===== config.mk =====
export PLATFORM = sky130hd
export DESIGN_NAME = i2s_adc_capture
export DESIGN_NICKNAME = d
export VERILOG_FILES = /design/src/rtl/i2s_adc_capture.sv
export SDC_FILE = /design/constraint.sdc
export NUM_CORES = 1
export LEC_CHECK = 0
export BUFFER_PORTS_ARGS = -buffer_cell sky130_fd_sc_hd__buf_2
export CAP_MARGIN = 20
export CORE_ASPECT_RATIO = 1.75
export CORE_MARGIN = 8
export CORE_UTILIZATION = 45
export DETAILED_ROUTE_END_ITERATION = 16
export PLACE_DENSITY = 0.65
export SETUP_SLACK_MARGIN = 0.5
export SYNTH_ARGS = -nofsm -noshare
export SYNTH_HDL_FRONTEND = slang
export SYNTH_SLANG_ARGS = --single-unit
export TNS_END_PERCENT = 20

===== constraint.sdc =====
create_clock -name clk -period 6.7 [get_ports clk]
set_clock_uncertainty 0.05 [all_clocks]
set_input_delay 1.34 -clock clk [delete_from_list [all_inputs] [get_ports clk]]
set_output_delay 1.34 -clock clk [all_outputs]
set_load 0.005 [all_outputs]

===== src/rtl/i2s_adc_capture.sv =====
// Deserialises left-justified I2S ADC samples and writes {sample, pad} words to a BRAM write port.
// Strobe/write lands 3 clk after the last bit's bclk rise is first sampled; no back-pressure, at most one write per sample.
module i2s_adc_capture #(
  parameter int SAMPLE_BITS = 24,
  parameter int DEPTH       = 30000,
  parameter int ADDR_WIDTH  = 32
) (
  input  logic                   clk,
  input  logic                   rstn,
  input  logic                   i2s_bclk,
  input  logic                   i2s_lrclk,
  input  logic                   i2s_adcdat,
  input  logic                   start,
  input  logic                   stop,
  input  logic                   continuous,
  input  logic                   stereo,
  output logic                   busy,
  output logic                   done,
  output logic                   frame_err,
  output logic                   sample_valid,
  output logic [SAMPLE_BITS-1:0] sample_data,
  output logic                   sample_right,
  output logic [ADDR_WIDTH-1:0]  bram_addrb,
  output logic [31:0]            bram_dinb,
  output logic [3:0]             bram_web,
  output logic                   bram_enb,
  output logic                   bram_clkb,
  output logic                   bram_rstb
);
  localparam int FW = (DEPTH > 1) ? $clog2(DEPTH) : 1;
  localparam int WW = ADDR_WIDTH - 2;
  localparam logic [4:0]    SB         = 5'(SAMPLE_BITS);
  localparam logic [FW-1:0] LAST_FRAME = FW'(DEPTH - 1);

  typedef enum logic [1:0] {IDLE, ARM, CAPTURE, DONE} state_t;

  state_t state, state_n;
  logic [2:0] bclk_sr, lrclk_sr;
  logic [1:0] dat_sr;
  logic bclk_rise, lr_edge, lr_rise;
  logic [4:0] cnt, cnt_n;
  logic [SAMPLE_BITS-1:0] shreg, shreg_n, pend_dat;
  logic chan_right, chan_right_n, got_sample, err_set;
  logic pend_vld, pend_right;
  logic [WW-1:0] w, w_n;
  logic [FW-1:0] frame, frame_n;
  logic stop_q, stop_n, stereo_q, stereo_n, clr_err, wr, last;

  always_ff @(posedge clk or negedge rstn) begin
    if (!rstn) begin
      bclk_sr  <= '0;
      lrclk_sr <= '0;
      dat_sr   <= '0;
    end else begin
      bclk_sr  <= {bclk_sr[1:0], i2s_bclk};
      lrclk_sr <= {lrclk_sr[1:0], i2s_lrclk};
      dat_sr   <= {dat_sr[0], i2s_adcdat};
    end
  end

  assign bclk_rise = bclk_sr[1] & ~bclk_sr[2];
  assign lr_edge   = lrclk_sr[1] ^ lrclk_sr[2];
  assign lr_rise   = lrclk_sr[1] & ~lrclk_sr[2];

  // A channel edge is applied before a coincident bclk rise, so that rise carries the new MSB.
  always_comb begin
    cnt_n        = cnt;
    shreg_n      = shreg;
    chan_right_n = chan_right;
    got_sample   = 1'b0;
    err_set      = lr_edge && (cnt != 5'd0) && (cnt < SB);
    if (lr_edge) begin
      cnt_n        = '0;
      shreg_n      = '0;
      chan_right_n = ~lrclk_sr[1];
    end
    if (bclk_rise && (cnt_n < SB)) begin
      shreg_n    = {shreg_n[SAMPLE_BITS-2:0], dat_sr[1]};
      cnt_n      = cnt_n + 5'd1;
      got_sample = (cnt_n == SB);
    end
  end

  always_ff @(posedge clk or negedge rstn) begin
    if (!rstn) begin
      cnt        <= '0;
      shreg      <= '0;
      chan_right <= 1'b0;
      pend_vld   <= 1'b0;
      pend_dat   <= '0;
      pend_right <= 1'b0;
      frame_err  <= 1'b0;
    end else begin
      cnt        <= cnt_n;
      shreg      <= shreg_n;
      chan_right <= chan_right_n;
      pend_vld   <= got_sample;
      if (got_sample) begin
        pend_dat   <= shreg_n;
        pend_right <= chan_right_n;
      end
      frame_err  <= (frame_err & ~clr_err) | err_set;
    end
  end

  always_comb begin
    state_n  = state;
    w_n      = w;
    frame_n  = frame;
    stop_n   = stop_q;
    stereo_n = stereo_q;
    clr_err  = 1'b0;
    last     = 1'b0;
    wr       = pend_vld && (state == CAPTURE) && (!pend_right || stereo_q);
    unique case (state)
      IDLE, DONE: begin
        if (start && !stop) begin
          state_n  = ARM;
          w_n      = '0;
          frame_n  = '0;
          stop_n   = 1'b0;
          stereo_n = stereo;
          clr_err  = 1'b1;
        end
      end
      ARM: begin
        if (stop) state_n = IDLE;
        else if (lr_rise) state_n = CAPTURE;
      end
      CAPTURE: begin
        if (stop) stop_n = 1'b1;
        if (wr) begin
          // A frame is finished by its left sample in mono and by its right sample in stereo.
          last = (frame == LAST_FRAME) && (pend_right || !stereo_q);
          if (last) begin
            w_n     = '0;
            frame_n = '0;
            if (!continuous) state_n = DONE;
          end else begin
            w_n = w + WW'(1);
            if (pend_right || !stereo_q) frame_n = frame + FW'(1);
          end
        end
        if (lr_rise && (stop_q || stop)) state_n = DONE;
      end
      default: state_n = IDLE;
    endcase
  end

  always_ff @(posedge clk or negedge rstn) begin
    if (!rstn) begin
      state    <= IDLE;
      w        <= '0;
      frame    <= '0;
      stop_q   <= 1'b0;
      stereo_q <= 1'b0;
    end else begin
      state    <= state_n;
      w        <= w_n;
      frame    <= frame_n;
      stop_q   <= stop_n;
      stereo_q <= stereo_n;
    end
  end

  always_ff @(posedge clk or negedge rstn) begin
    if (!rstn) begin
      sample_valid <= 1'b0;
      sample_data  <= '0;
      sample_right <= 1'b0;
      bram_enb     <= 1'b0;
      bram_web     <= '0;
      bram_addrb   <= '0;
      bram_dinb    <= '0;
    end else begin
      sample_valid <= pend_vld;
      bram_enb     <= wr;
      bram_web     <= wr ? 4'hF : 4'h0;
      if (pend_vld) begin
        sample_data  <= pend_dat;
        sample_right <= pend_right;
      end
      if (wr) begin
        bram_addrb <= {w, 2'b00};
        bram_dinb  <= 32'(pend_dat) << (32 - SAMPLE_BITS);
      end
    end
  end

  assign busy      = (state == ARM) || (state == CAPTURE);
  assign done      = (state == DONE);
  assign bram_clkb = clk;
  assign bram_rstb = 1'b0;
endmodule

==> metrics.md, run 1 <==
| Metric | Value |
|---|---|
| Status | `completed` |
| Syn Inst Count | `706` |
| Initial antenna violation count | `0` |
| Worst-path clk slew | `0.07 ns` |
| Synth cell count leaders | `dfrtp_1, mux2_2, nand2_1` |
| Port Buffers | `97` |
| Worst EP arrival | `3.71 ns` |
| DRT antenna net count | `0` |
| R2R Setup Slk | `3.21 ns` |
| Drt drc | `0` |
| Footprint of the multi-input gates | `3340 um^2` |
| Final HPWL DP | `12,300 um` |
| Synth Register Bits | `195` |
| Via count | `5,705` |
| CP Capture Type | `output port` |
| Hold Fails Final Rpt | `0` |
| Hold Path Class | `register to register` |
| Slew Viols, Final | `0` |
| Cts hold-fix bufs | `0` |
| Final setup viols | `0` |
| Setup TNS | `0 ns` |
| Sequential element share of the synthesized area | `0.573` |
| Diodes inserted | `0` |
| RSZ-0062 raised after global routing | `no` |
| Top cell type's share of synthesized area | `0.573` |
| DP Area | `9110 um^2` |
| First-pass GRT wire length | `30,100 um` |
| Post-CTS setup buffers | `0` |
| Grt total ovfl | `0` |
| Critical path required time | `5.31 ns` |
| Top_reg_cell synth | `dfrtp_1` |
| Final wirelength | `17,800 um` |
| Crit path launch type | `clock port` |
| Worst-Skew Late Latency | `0.54 ns` |
| Maximum vdd ir drop | `0.178 mV` |
| Post-CTS Resized | `0` |
| Width of the die | `120 um` |
| Worst-margin pin slew | `0.992 ns` |
| Gpl congestion | `0.825` |
| Ys async rst share | `1.00` |
| I/O Pins | `109` |
| Largest net degree at the start of global routing | `134` |
| Met3 WL post-DR | `772 um` |
| Synth top area cells | `dfrtp_1, mux2_2, nand2_1` |
| Top-count cell post-synth | `dfrtp_1` |
| Final Cell Area | `9790 um^2` |
| Die area | `23,800 um^2` |
| Initial Util | `0.458` |
| Critical path class | `clock port to output port` |
| Area Growth Syn to Fin | `15.0%` |
| Fill count | `1,623` |
| Sequential Area | `4880 um^2` |
| Vias in the first global route | `6,052` |
| Synthesis Warnings | `0` |
| Tot GR Track Use | `0.156` |
| Drt wl/cell | `17.1 um` |
| Core Region | `18,600 um^2` |
| Relative slew slack | `0.339` |
| Post-layout util | `0.527` |
| Routed metal-1 wirelength | `7080 um` |
| Die Y | `198 um` |
| CTS tree | `yes` |
| Starting DRT DRC Count | `277` |
| Max-cap violations | `0` |
| Synth Cell Area | `8510 um^2` |
| Dominant cell type by area after synthesis | `dfrtp_1` |
| Site row count | `66` |
| CP max FO | `2` |
| Avg Inst Size Synth | `12.1 um^2` |
| Overall Power | `2.60 mW` |
| Power Dens Cells | `266 nW/um^2` |
| WL met2 | `9650 um` |
| Leakage | `4.82 nW` |
| TritonRoute pass-1 iters | `5` |
| Vias/cell | `5.49` |
| Nets | `808` |
| Number of flops mapped to enable cells by yosys | `0` |
| Layout cell share with drive strength beyond 1 | `0.326` |
| Synth cell types | `58` |
| Top sig layer | `met4` |
==> worst paths after layout <==
check	to	from	cells past startpoint
worst max-delay path	bram_clkb	clk	3
worst min-delay path	lrclk_sr[1]	lrclk_sr[0]	0
worst max register to register	pend_dat[18]	lrclk_sr[1]	8
worst min register to register	lrclk_sr[1]	lrclk_sr[0]	0
max in group asynchronous	bram_dinb[24]	rstn	3
min in group asynchronous	state[0]	rstn	1
==> cells by family (layout without fill, tap and decap cells) <==
family,count (synthesis),count (layout),synth area share
flip-flops,195,195,0.573
AND/OR/NAND/NOR,191,191,0.119
AO/OA/AOI/OAI,130,130,0.101
multiplexers,112,112,0.148
buffers and inverters,63,148,0.0397
adder cells (fa/ha/maj),9,9,0.0132
XOR/XNOR,5,5,0.00514
other,1,11,0.000440
==> registers in the layout, indices dropped and copies added, names as in the netlist, 5 cells and up <==
signal / flops
w: 30
shreg: 24
sample_data: 24
bram_addrb: 30
bram_dinb: 24
pend_dat: 24
cnt: 5
frame: 15
==> power by group <==
part	leakage, nW	total [mW]	switching [mW]	internal, mW
Sequential	2.69	1.21	0.0123	1.19
Clock	0.315	1.09	0.447	0.647
Combinational	1.81	0.303	0.213	0.0902
==> layout make-up <==
cell class / instances / area share
sequential: 195 / 0.498
multi-input combinational: 458 / 0.341
timing repair buffer: 102 / 0.0587
clock buffer: 23 / 0.0544
tap: 238 / 0.0304
clock inverter: 11 / 0.0129
inverter: 12 / 0.00460
==> per-layer routing <==
metal,up-vias,track usage
li1,2645,-
met1,2903,0.170
met2,132,0.282
met3,25,0.0362
met4,0,0.0679
met5,-,0
==> placed cells by master, fill, tap and decap left out, drive strengths merged, types with 3 or more instances in the layout <==
master | Yosys | routed
dfrtp | 195 | 195
mux2 | 109 | 109
buf | 39 | 102
nand2 | 79 | 79
a21oi | 33 | 33
o21ai | 29 | 29
a21boi | 23 | 23
clkbuf | 12 | 23
nand3 | 20 | 20
a31oi | 17 | 17
nor2 | 15 | 15
inv | 12 | 15
nand4 | 13 | 13
or3 | 12 | 12
conb | 1 | 11
nor3 | 10 | 10
ha | 9 | 9
nand2b | 7 | 7
nor2b | 7 | 7
a22o | 7 | 7
and3 | 6 | 6
nor4 | 6 | 6
and2 | 5 | 5
xnor2 | 4 | 4
a21o | 4 | 4
a41oi | 4 | 4
clkinvlp | 0 | 4
mux2i | 3 | 3
o2bb2ai | 3 | 3
==> metrics by stage <==
step | std cells | hold WS [ns] | setup slack (ns)
2_1_floorplan | 716 | 0.281 | 1.85
3_3_place_gp | 1004 | 0.286 | 1.86
3_5_place_dp | 1005 | 0.290 | 1.86
4_1_cts | 1038 | 0.305 | 1.59
5_1_grt | 1039 | 0.306 | 1.59
6_report | 1039 | 0.302 | 1.60
==> critical path, stage by stage <==
cell	delay (ns)
clkbuf_16	0.12
clkbuf_16	0.12
buf_2	0.12
Note: power is estimated with default switching activity, not from simulation.
==> inputs of run 2 (changes only) <==
--- a/config.mk
+++ b/config.mk
@@ -5,13 +5,14 @@
 export SDC_FILE = /design/constraint.sdc
 export NUM_CORES = 1
 export LEC_CHECK = 0
+export ABC_AREA = 1
 export BUFFER_PORTS_ARGS = -buffer_cell sky130_fd_sc_hd__buf_2
 export CAP_MARGIN = 20
 export CORE_ASPECT_RATIO = 1.75
 export CORE_MARGIN = 8
 export CORE_UTILIZATION = 45
 export DETAILED_ROUTE_END_ITERATION = 16
-export PLACE_DENSITY = 0.65
+export PLACE_DENSITY = 0.67
 export SETUP_SLACK_MARGIN = 0.5
 export SYNTH_ARGS = -nofsm -noshare
 export SYNTH_HDL_FRONTEND = slang
==> constraint.sdc (replaced) <==
create_clock -name clk -period 4.6 [get_ports clk]
set_clock_uncertainty 0.05 [all_clocks]
set_input_delay 0.92 -clock clk [delete_from_list [all_inputs] [get_ports clk]]
set_output_delay 0.92 -clock clk [all_outputs]
set_load 0.005 [all_outputs]
==> run 2 against run 1 <==
Net effect:
- via count increased by 16%
- combinational power increased by 56%
- routed wire length increased by 7.6%
- critical path depth unchanged
- non-clock buffer count increased by 1
- final area increased by 2.0%
- sequential power increased by 47%
- critical path type unchanged
==> metrics.md, run 2 <==
| Metric | Value |
|---|---|
| Status | `completed` |
| Via count | `6,636` |
| Leakage | `5.14 nW` |
| CP max FO | `2` |
| Commonest cells after routing, fill and taps aside | `nand2_1, dfrtp_1, inv_1` |
| Synth Cell Area | `8730 um^2` |
| Core Region | `19,100 um^2` |
| First-pass GRT wire length | `32,100 um` |
| Setup TNS | `0 ns` |
| Worst-margin pin slew | `0.876 ns` |
| CP most frequent cell | `clkbuf_16` |
| Top cell type's share of synthesized area | `0.559` |
| Area Growth Syn to Fin | `14.4%` |
| Critical-path cell list | `clkbuf_16, clkbuf_16, buf_2` |
| Synth Register Bits | `195` |
| Relative slew slack | `0.414` |
| Post-CTS Resized | `0` |
| Crit path launch type | `clock port` |
| Post-layout util | `0.523` |
| Worst-path clk slew | `0.07 ns` |
| Initial Util | `0.457` |
| Site row count | `67` |
| Die Y | `200 um` |
| Place WS | `1.23 ns` |
| Cts hold-fix bufs | `0` |
| Max-cap violations | `0` |
| Die area | `24,300 um^2` |
| Commonest non-fill, non-tap cell in the layout | `nand2_1` |
| Grt total ovfl | `0` |
| Syn Inst Count | `1,018` |
| Vias/cell | `4.90` |
| CTS tree | `yes` |
| Maximum vdd ir drop | `0.195 mV` |
| Starting DRT DRC Count | `388` |
| Vias in the first global route | `6,567` |
| Synthesis Warnings | `0` |
| Diodes inserted | `0` |
| Synth cell types | `36` |
| Tot GR Track Use | `0.164` |
| Critical path class | `clock port to output port` |
| Largest net degree at the start of global routing | `81` |
| Critical path required time | `3.63 ns` |
| Worst EP arrival | `2.66 ns` |
| Top-count cell post-synth | `nand2_1` |
| Worst-Skew Late Latency | `0.54 ns` |
| Layout cell share with drive strength beyond 1 | `0.152` |
| Reg2Reg Depth | `10` |
| Drt drc | `0` |
| Hold Fails Final Rpt | `0` |
| Post-CTS setup buffers | `0` |
| Synth top area cells | `dfrtp_1, nand2_1, inv_1` |
| Initial antenna violation count | `0` |
| Ys async rst share | `1.00` |
| Min-delay src | `bclk_sr[0]` |
| Slew Viols, Final | `0` |
| TritonRoute pass-1 iters | `4` |
| Hold Path Cell Cnt | `0` |
| Worst R2R End | `pend_dat[19]` |
| Final HPWL DP | `13,600 um` |
| Min-Delay Endpoint | `bclk_sr[1]` |
| Critical Path Slowest Stage Cell | `clkbuf_16` |
| R2R Setup Slk | `1.44 ns` |
| CP Capture Type | `output port` |
| Hold Path Class | `register to register` |
| Final wirelength | `19,200 um` |
| DRT antenna net count | `0` |
| Top flop regs | `bram_addrb (30), w (30)` |
| Sequential element share of the synthesized area | `0.559` |
| Width of the die | `121 um` |
| I/O Pins | `109` |
| Nets | `1,118` |
| Number of flops mapped to enable cells by yosys | `0` |
| Final worst slack | `0.970 ns` |
| Overall Power | `3.86 mW` |
| Top_reg_cell synth | `dfrtp_1` |
| Dominant cell type by area after synthesis | `dfrtp_1` |
| Port Buffers | `97` |
| Final setup viols | `0` |
| Gpl congestion | `0.854` |
| Power Dens Cells | `387 nW/um^2` |
| Max incr delay on CP | `0.12 ns` |
| Synth cell count leaders | `nand2_1, dfrtp_1, inv_1` |
| RSZ-0062 raised after global routing | `no` |
| Drt wl/cell | `14.2 um` |
| Avg Inst Size Synth | `8.58 um^2` |
| RR Startpoint | `lrclk_sr[1]` |
-- run 2: changes by cell type in the layout (fill, tap and decap cells not counted), moves of 8 or more --
cell	before	now
nand2_1	79	244
mux2_2	109	1
inv_1	12	119
nor2_1	15	103
o21ai_0	28	77
nand3_1	19	56
a21boi_0	23	0
o21a_1	2	24
o21ai_1	1	22
a31oi_1	16	2
nand4_1	9	21
or3_1	12	0
xor2_1	1	13
nand2_2	0	8
-- run 2: worst max path at each step --
stage | startpoint | to | slack (ns) | depth (start not counted)
finish | clk | bram_clkb | 0.97 | 3
global route | clk | bram_clkb | 0.96 | 3
CTS | clk | bram_clkb | 0.96 | 3
detailed placement | clk | bram_clkb | 1.23 | 1
global placement | clk | bram_clkb | 1.23 | 1
floorplan | clk | bram_clkb | 1.22 | 1
-- run 2: cell type report --
cell class	instances	area [um^2]
fill	1830	9130
sequential	195	4880
multi-input combinational	652	3100
timing repair buffer	103	554
clock buffer	22	519
inverter	127	478
tap	241	302
clock inverter	14	156
-- run 2: report_power, final --
group	switching (mW)	leakage, nW	total [mW]	internal [mW]
sequential	0.0272	2.69	1.78	1.75
clock	0.749	0.334	1.61	0.862
combinational	0.371	2.11	0.473	0.102
total	1.15	5.14	3.86	2.71
-- run 2: logic make-up (layout without fill, tap and decap cells) --
group / count (synthesis) / in the layout / synth area share
and+or+nand+nor: 461 / 461 / 0.224
DFF: 195 / 195 / 0.559
buffers and inverters: 181 / 266 / 0.0918
AOI/OAI and AO/OA: 156 / 156 / 0.0971
xor gates and xnor gates: 14 / 14 / 0.0140
adders and majority gates: 9 / 9 / 0.0129
other: 1 / 11 / 0.000429
muxes: 1 / 1 / 0.00129
-- run 2: worst max-delay path, delay by kind of cell --
family	cells	cell delay (ns)
buf+inv	3	0.36
-- run 2: stage by stage --
step	cells	hold WS (ns)	instance area (um^2)
after floorplan	1028	0.281	8770
after global placement	1319	0.290	9320
after detailed placement	1319	0.290	9320
after CTS	1354	0.306	9990
after global routing	1354	0.315	9990
final	1354	0.302	9990
-- run 2: per-layer routing --
layer / vias to the layer above / wire (um) / track usage
li1: 3371 / - / -
met1: 3123 / 7800 / 0.183
met2: 117 / 10300 / 0.295
met3: 25 / 706 / 0.0265
met4: 0 / 390 / 0.0687
met5: - / 0 / 0
==> inputs of run 3 (changes only) <==
--- a/config.mk
+++ b/config.mk
@@ -12,7 +12,7 @@
 export CORE_MARGIN = 8
 export CORE_UTILIZATION = 45
 export DETAILED_ROUTE_END_ITERATION = 16
-export PLACE_DENSITY = 0.67
+export PLACE_DENSITY = 0.64
 export SETUP_SLACK_MARGIN = 0.5
 export SYNTH_ARGS = -nofsm -noshare
 export SYNTH_HDL_FRONTEND = slang
==> constraint.sdc (replaced) <==
create_clock -name clk -period 3.5 [get_ports clk]
set_clock_uncertainty 0.05 [all_clocks]
set_input_delay 0.7 -clock clk [delete_from_list [all_inputs] [get_ports clk]]
set_output_delay 0.7 -clock clk [all_outputs]
set_load 0.005 [all_outputs]
==> run 3 against run 2 <==
Net effect:
- total power up 32%
- largest cell class unchanged
- setup slack got worse by 0.33 ns
- die area stayed put
- highest routed layer unchanged
==> metrics.md, run 3 (synthesized netlist as in run 2, its figures left out) <==
| Metric | Value |
|---|---|
| Die area | `24,300 um^2` |
| Final wirelength | `19,500 um` |
| Via count | `6,605` |
| Footprint of the multi-input gates | `3100 um^2` |
| Final setup viols | `0` |
| Initial Util | `0.457` |
| CP Capture Type | `output port` |
| Worst-margin pin slew | `0.942 ns` |
| Worst EP arrival | `2.11 ns` |
| Final HPWL DP | `13,700 um` |
| Post-CTS Resized | `0` |
| Overall Power | `5.09 mW` |
| Die Y | `200 um` |
| Vias/cell | `4.87` |
| Internal | `3.61 mW` |
| Hold Path Class | `primary input to asynchronous set/reset pin` |
| Area Growth Syn to Fin | `14.5%` |
| Tot GR Track Use | `0.171` |
| CTS tree | `yes` |
| Largest net degree at the start of global routing | `103` |
| Switching Fraction | `0.291` |
| Worst-path clk slew | `0.07 ns` |
| Grt total ovfl | `0` |
| Max-cap violations | `0` |
| Width of the die | `121 um` |
| Gate power share | `0.121` |
| Critical path required time | `2.75 ns` |
| Sequential Area | `4880 um^2` |
| First-pass GRT wire length | `32,900 um` |
| Flop pwr share | `0.460` |
| Fill count | `1,865` |
| Vias in the first global route | `6,667` |
| Top sig layer | `met4` |
| Starting DRT DRC Count | `476` |
| Gpl congestion | `0.857` |
| Layout cell share with drive strength beyond 1 | `0.153` |
| Drt wl/cell | `14.4 um` |
| Met3 WL post-DR | `726 um` |
| Critical path class | `clock port to output port` |
| Post-CTS setup buffers | `0` |
| Cts hold-fix bufs | `0` |
| Power Dens Cells | `509 nW/um^2` |
| TritonRoute pass-1 iters | `4` |
| WL met2 | `10,100 um` |
| Core Region | `19,100 um^2` |
| Drt drc | `0` |
| Hold Fails Final Rpt | `0` |
| Clock power frac | `0.419` |
| DRT antenna net count | `0` |
| Slew Viols, Final | `0` |
| Routed metal-1 wirelength | `8090 um` |
| Initial antenna violation count | `0` |
| Port Buffers | `97` |
| Setup TNS | `0 ns` |
| Switching pwr | `1.48 mW` |
| Status | `completed` |
| Worst-Skew Late Latency | `0.55 ns` |
| Nets | `1,119` |
| Site row count | `67` |
| Leakage | `5.15 nW` |
| I/O Pins | `109` |
| RSZ-0062 raised after global routing | `no` |
| Commonest cells after routing, fill and taps aside | `nand2_1, dfrtp_1, inv_1` |
| CP max FO | `2` |
| Commonest non-fill, non-tap cell in the layout | `nand2_1` |
| Post-layout util | `0.523` |
| Diodes inserted | `0` |
| Crit path launch type | `clock port` |
| Top flop regs | `bram_addrb (30), w (30)` |
| Relative slew slack | `0.372` |
| Maximum vdd ir drop | `0.351 mV` |
-- run 3: cell count changes in the layout (fill, tap and decap cells not counted) --
cell,change
buf_4,+1
bufinv_16,+1
clkbuf_8,-1
clkinv_4,+2
clkinv_8,-3
clkinvlp_4,+2
inv_6,-3
inv_8,+2
nand2_2,-1
nand2_4,+1
-- run 3: critical path, stage by stage --
cell	delay (ns)
clkbuf_16	0.12
clkbuf_16	0.13
buf_2	0.11
-- run 3: worst paths after layout --
check / from / endpoint / slack, ns / depth (start not counted)
max reg2reg: state[0] / bram_addrb[5] / 0.77 / 10
max in group asynchronous: rstn / pend_dat[18] / 2.44 / 2
max: clk / bram_clkb / 0.64 / 3
min in group clk: i2s_adcdat / dat_sr[0] / 0.20 / 1
min reg2reg: bclk_sr[0] / bclk_sr[1] / 0.30 / 0
min: rstn / sample_data[21] / 0.1 / 1
-- run 3: final cells by class --
cell class                 count  share of cell area
multi-input combinational    652               0.310
inverter                     127              0.0478
sequential                   195               0.488
clock buffer                  21              0.0506
clock inverter                15              0.0166
timing repair buffer         104              0.0562
tap                          241              0.0302
-- run 3: through the flow --
| stage | hold WS, ns | setup WS (ns) | std cells | instance area, um^2 |
|---|---|---|---|---|
| floorplan | 0.281 | 0.889 | 1028 | 8770 |
| global placement | 0.289 | 0.741 | 1320 | 9330 |
| detailed placement | 0.286 | 0.629 | 1320 | 9330 |
| CTS | 0.107 | 0.615 | 1355 | 9990 |
| global route | 0.127 | 0.507 | 1355 | 10000 |
| finish | 0.0983 | 0.639 | 1355 | 10000 |
-- run 3: layer usage --
layer	track usage	vias to the layer above
li1	-	3372
met1	0.188	3087
met2	0.299	117
met3	0.0358	29
met4	0.0873	0
met5	0	-
-- run 3: power groups by stage --
stage	Clock [mW]	Sequential, mW	Combinational (mW)
final	2.13	2.34	0.618
after global routing	2.28	2.35	0.710
after CTS	2.19	2.34	0.628
after detailed placement	0.0124	2.38	0.626
after global placement	0.0124	2.38	0.617
after floorplan	0.0185	2.37	0.485
